`config.mk`:
```
export PLATFORM = sky130hd
export DESIGN_NAME = rst_ctrl_multi
export DESIGN_NICKNAME = d
export VERILOG_FILES = /design/src/rtl/rst_ctrl_multi.sv
export SDC_FILE = /design/constraint.sdc
export NUM_CORES = 1
export LEC_CHECK = 0
export CAP_MARGIN = 20
export CORE_MARGIN = 1
export CORE_UTILIZATION = 29
export CTS_CLUSTER_DIAMETER = 80
export DETAILED_ROUTE_END_ITERATION = 7
export GPL_TIMING_DRIVEN = 0
export PLACE_DENSITY = 0.58
export SYNTH_ARGS = -nofsm -noshare
export SYNTH_HDL_FRONTEND = slang
export SYNTH_SLANG_ARGS = --single-unit
```
`constraint.sdc`:
```
create_clock -name pclk -period 3.7 [get_ports pclk]
set_input_delay 0.555 -clock pclk [delete_from_list [all_inputs] [get_ports pclk]]
set_output_delay 0.555 -clock pclk [all_outputs]
set_load 0.02 [all_outputs]
```
`src/rtl/rst_ctrl_multi.sv`:
```
// APB-programmable multi-channel reset controller: per-channel software level control
// plus self-timed reset pulses of programmable width.
module rst_ctrl_multi #(
  parameter int              ADDR_WIDTH = 8,
  parameter int              DATA_WIDTH = 32,
  parameter int              N_CH       = 4,
  parameter int              CNT_W      = 16,
  parameter logic [N_CH-1:0] RST_INIT   = '0,
  parameter int              PULSE_DEF  = 16
) (
  input  logic                  pclk,
  input  logic                  presetn,
  input  logic                  psel,
  input  logic [ADDR_WIDTH-1:0] paddr,
  input  logic                  pwrite,
  input  logic                  penable,
  input  logic [DATA_WIDTH-1:0] pwdata,
  output logic [DATA_WIDTH-1:0] prdata,
  output logic [N_CH-1:0]       rst_n_o
);

  localparam logic [ADDR_WIDTH-1:0] REG_CTRL   = ADDR_WIDTH'(32'h00);
  localparam logic [ADDR_WIDTH-1:0] REG_PULSE  = ADDR_WIDTH'(32'h04);
  localparam logic [ADDR_WIDTH-1:0] REG_WIDTH  = ADDR_WIDTH'(32'h08);
  localparam logic [ADDR_WIDTH-1:0] REG_STATUS = ADDR_WIDTH'(32'h0C);

  logic [N_CH-1:0]       ctrl_r;
  logic [CNT_W-1:0]      width_r;
  logic [N_CH-1:0]       busy_r;
  logic [CNT_W-1:0]      cnt_r [N_CH];
  logic [DATA_WIDTH-1:0] prdata_r;

  logic                  wr_s;
  logic                  rd_s;
  logic [N_CH-1:0]       trig_s;
  logic [CNT_W-1:0]      width_eff_s;
  logic [N_CH-1:0]       rst_s;
  logic [DATA_WIDTH-1:0] rdata_s;
  logic                  unused_s;

  assign wr_s     = psel & penable & pwrite;
  assign rd_s     = psel & ~penable & ~pwrite;
  assign rst_s    = ctrl_r & ~busy_r;
  assign rst_n_o  = rst_s;
  assign prdata   = prdata_r;
  assign unused_s = &{1'b0, pwdata};

  // Decode pulse triggers and the effective pulse length (zero behaves as one cycle)
  always_comb begin
    trig_s      = '0;
    width_eff_s = width_r;
    if (wr_s && (paddr == REG_PULSE)) begin
      trig_s = pwdata[N_CH-1:0];
    end else begin
      trig_s = '0;
    end
    if (width_r == '0) begin
      width_eff_s = CNT_W'(1);
    end else begin
      width_eff_s = width_r;
    end
  end

  // Software-visible CTRL and WIDTH registers
  always_ff @(posedge pclk or negedge presetn) begin
    if (!presetn) begin
      ctrl_r  <= RST_INIT;
      width_r <= CNT_W'(PULSE_DEF);
    end else if (wr_s && (paddr == REG_CTRL)) begin
      ctrl_r  <= pwdata[N_CH-1:0];
    end else if (wr_s && (paddr == REG_WIDTH)) begin
      width_r <= pwdata[CNT_W-1:0];
    end
  end

  // Per-channel pulse timers; a new trigger reloads and beats the terminal-count clear
  always_ff @(posedge pclk or negedge presetn) begin
    if (!presetn) begin
      busy_r <= '0;
      for (int i = 0; i < N_CH; i++) begin
        cnt_r[i] <= '0;
      end
    end else begin
      for (int i = 0; i < N_CH; i++) begin
        if (trig_s[i]) begin
          busy_r[i] <= 1'b1;
          cnt_r[i]  <= width_eff_s;
        end else if (busy_r[i]) begin
          if (cnt_r[i] == CNT_W'(1)) begin
            busy_r[i] <= 1'b0;
          end else begin
            cnt_r[i] <= cnt_r[i] - CNT_W'(1);
          end
        end
      end
    end
  end

  // Read data mux; unmapped addresses and unimplemented bits read as zero
  always_comb begin
    rdata_s = '0;
    case (paddr)
      REG_CTRL:   rdata_s[N_CH-1:0]  = ctrl_r;
      REG_PULSE:  rdata_s[N_CH-1:0]  = busy_r;
      REG_WIDTH:  rdata_s[CNT_W-1:0] = width_r;
      REG_STATUS: rdata_s[N_CH-1:0]  = ~rst_s;
      default:    rdata_s            = '0;
    endcase
  end

  // Read data is captured in the setup phase and held until the next read
  always_ff @(posedge pclk or negedge presetn) begin
    if (!presetn) begin
      prdata_r <= '0;
    end else if (rd_s) begin
      prdata_r <= rdata_s;
    end else begin
      prdata_r <= prdata_r;
    end
  end

endmodule

```
==> flow_metrics.env <==
export IMPL_critical_path_slowest_cell="nor2_1"
export IMPL_clock_latency_ns=0.36
export IMPL_drc=0
export IMPL_status="completed"
export IMPL_clkTransAtPathRegs_ns=0.07
export IMPL_clock_path_buffers=2
export IMPL_path_common_cell="clkbuf_1"
export IMPL_crit_buf_inv=3
export IMPL_power_density_nw_per_um2=441.6
export IMPL_stdcell_count=873
export IMPL_whs_ns=0.2062
export IMPL_crit_chain="clkdlybuf4s50_1 > nor4_1 > nand2_1 > nor2_1 > nand3_1 > clkbuf_1 > clkbuf_1 > a21oi_1"
export IMPL_cts_made_buffers=9
export IMPL_period_needed_ns=2.777
export IMPL_worst_pin_slew_ns=0.6919
export IMPL_die_w_um=139.7
export IMPL_wl_per_cell_um=16.53
export IMPL_end_kind="register"
export IMPL_syn_area_um2=5495
export IMPL_crit_required_ns=3.98
export IMPL_cts_hold_buffers_added=0
export IMPL_cts_root_buf="clkbuf_16"
export IMPL_cp_arrival_ns=3.06
export IMPL_hp_class="input port to async pin"
export IMPL_grt_max_degree=62
export IMPL_ys_seq_area_share_pct=47.38
export IMPL_p_leak_nw=2.691
export IMPL_peakVddDrop_uv=201.9
export IMPL_insertedDiodeCount=0
export IMPL_place_ws_ns=0.5617
export IMPL_place_hpwl_mm=9.986
export IMPL_synth_area_top_cells="dfrtp_1, nor2_1, a21oi_1"
export IMPL_coreArea_um2=18270
export IMPL_grt_antenna_before_repair=0
export IMPL_ctsResizeCount=0
export IMPL_drv_cap=0
export IMPL_num_rows=49
export IMPL_gp_congestion=0.7984
export IMPL_drt_iter0_markers=294
export IMPL_synth_cells=565
export IMPL_ys_ff_latch=104
export IMPL_r2r_slack_ns=1.51
export IMPL_critical_path_class="input port to register"
export IMPL_grt_overflow_total=0
export IMPL_via_per_inst=4.963
export IMPL_ys_flop_type="dfrtp_1"
export IMPL_relSlewSlack_pct=53.22
export IMPL_cp_top_family="simple AND/OR/NAND/NOR gates"
export IMPL_drive_gt1_share_pct=10.09
export IMPL_placedCellCount=857
export IMPL_dieArea_um2=19500
export IMPL_fin_nets=692
export IMPL_grtUsageTotal_pct=15.40
export IMPL_synth_cell_type_count=61
export IMPL_yosys_area_top_type_share_pct=46.90
export IMPL_yosysWarnings=0
export IMPL_io_pins=81
export IMPL_clock_sinks=104
export IMPL_synth_edf_count=0
export IMPL_fin_ws_ns=0.9228
export IMPL_first_pass_iters=4
export IMPL_grt_pass1_wl_mm=23.11
export IMPL_synthToLayoutAreaGrowth_pct=20.88
export IMPL_finalSetupViolCount=0
export IMPL_hold_viol=0
export IMPL_htreeDepth=3
export IMPL_grt_pass1_vias=4123
export IMPL_vias=4333
export IMPL_yosysTopAreaCell="dfrtp_1"
export IMPL_final_cell_mix="dfrtp_1, nor2_1, a21oi_1"
export IMPL_maxSlewViolCount=0
export IMPL_synth_avg_cell_area_um2=9.726
export IMPL_slowest_delay_ns=0.44
export IMPL_synthArstFlopShare_pct=100.0
export IMPL_post_cts_setup_buffers=0
export IMPL_finClkSkew_ns=0.006987
export IMPL_initial_core_util_pct=30.08
export IMPL_clock_fmax_ghz=0.3601
export IMPL_cts_tree="built"
export IMPL_critPathMaxFanout=10
export IMPL_ant_nets=0
export IMPL_final_common_cell="dfrtp_1"
export IMPL_power_w=0.002933
export IMPL_grt_setup_unrepaired="no"
export IMPL_startpoint_type="input port"
export IMPL_period_share_pct=75.06
export IMPL_dieHeight_um=139.7
export IMPL_routed_wl_mm=14.43
export IMPL_portBuffers=47
[layout make-up]
| type | count | area [µm²] |
|---|---|---|
| plain buffers | 35 | 193.9 |
| clock buffers | 12 | 256.5 |
| clock inverters | 4 | 52.55 |
| fillers | 1879 | 11630 |
| inverters | 13 | 48.80 |
| multi-input cells | 428 | 2705 |
| flip-flops and latches | 104 | 2604 |
| well taps | 229 | 286.5 |
| repair buffers | 48 | 495.5 |
[kinds of logic (layout without fill, tap and decap cells)]
kind of cell               after synthesis  count (layout)  share of synthesized area, %
and+or+nand+nor                        211             211                         19.92
AOI/OAI and AO/OA                      122             122                         13.75
DFF                                    104             104                         47.38
buffers and inverters                   48             112                         4.417
xor gates and xnor gates                37              37                         5.897
muxes                                   34              34                         6.740
adders and majority gates                8               8                         1.822
other                                    1              16                       0.06824
[Yosys cell counts (all sizes together) (2+ instances only)]
cell / instances
a21oi: 54
or4b: 2
o31a: 2
mux2: 24
buf: 18
nand3b: 4
o21a: 7
nor4: 14
nand2b: 3
nand2: 39
a311oi: 2
a21o: 2
nor2b: 7
o211ai: 3
o31ai: 6
mux2i: 10
or4: 3
xor2: 7
nor4b: 4
nand3: 16
o41ai: 2
a211oi: 3
or3: 7
xnor2: 30
and3: 3
and3b: 2
nand4: 4
nor3: 18
nor2: 76
clkbuf: 17
inv: 13
o21ai: 22
a22o: 12
a31oi: 2
and2: 3
ha: 8
dfrtp: 103
nor3b: 2
[state kept, by name (all words and copies together) (netlist names)]
register and cells:
cnt_r 64, width_r 16, busy_r 4, ctrl_r 4
prdata 16
[final timing paths]
check	start	endpoint	cells after the start
max	paddr[5]	cnt_r[63]$_DFFE_PN0P_	8
min reg2reg	prdata[0]$_DFFE_PN0P_	prdata[0]$_DFFE_PN0P_	2
max reg2reg	cnt_r[13]$_DFFE_PN0P_	cnt_r[11]$_DFFE_PN0P_	6
min in group pclk	prdata[0]$_DFFE_PN0P_	prdata[0]$_DFFE_PN0P_	2
max in group asynchronous	presetn	width_r[11]$_DFFE_PN0P_	2
min	presetn	cnt_r[55]$_DFFE_PN0P_	1
[per-stage QoR]
step | util (%) | TNS [ns] | cell area [µm²]
finish | 36.36 | 0 | 6643
global route | 36.36 | 0 | 6643
CTS | 36.36 | 0 | 6643
detailed placement | 34.67 | 0 | 6334
global placement | 34.53 | -208.54 | 6309
floorplan | - | 0 | 5552
[power by group]
part	switching (W)	total, W	leakage, nW	internal (W)
sequential	0.000155	0.00144	1.19	0.00128
combinational	0.000243	0.000496	1.35	0.000253
clock	0.000435	0.000999	0.153	0.000564
[routing by layer]
metal	up-vias	GRT usage [%]	part of all wire, %
li1	2117	-	-
met4	0	3.239	0.74
met5	-	0	0
met3	11	3.510	7.2
met1	2107	20.93	45
met2	98	24.99	47
(Power assumes the default switching activity.)
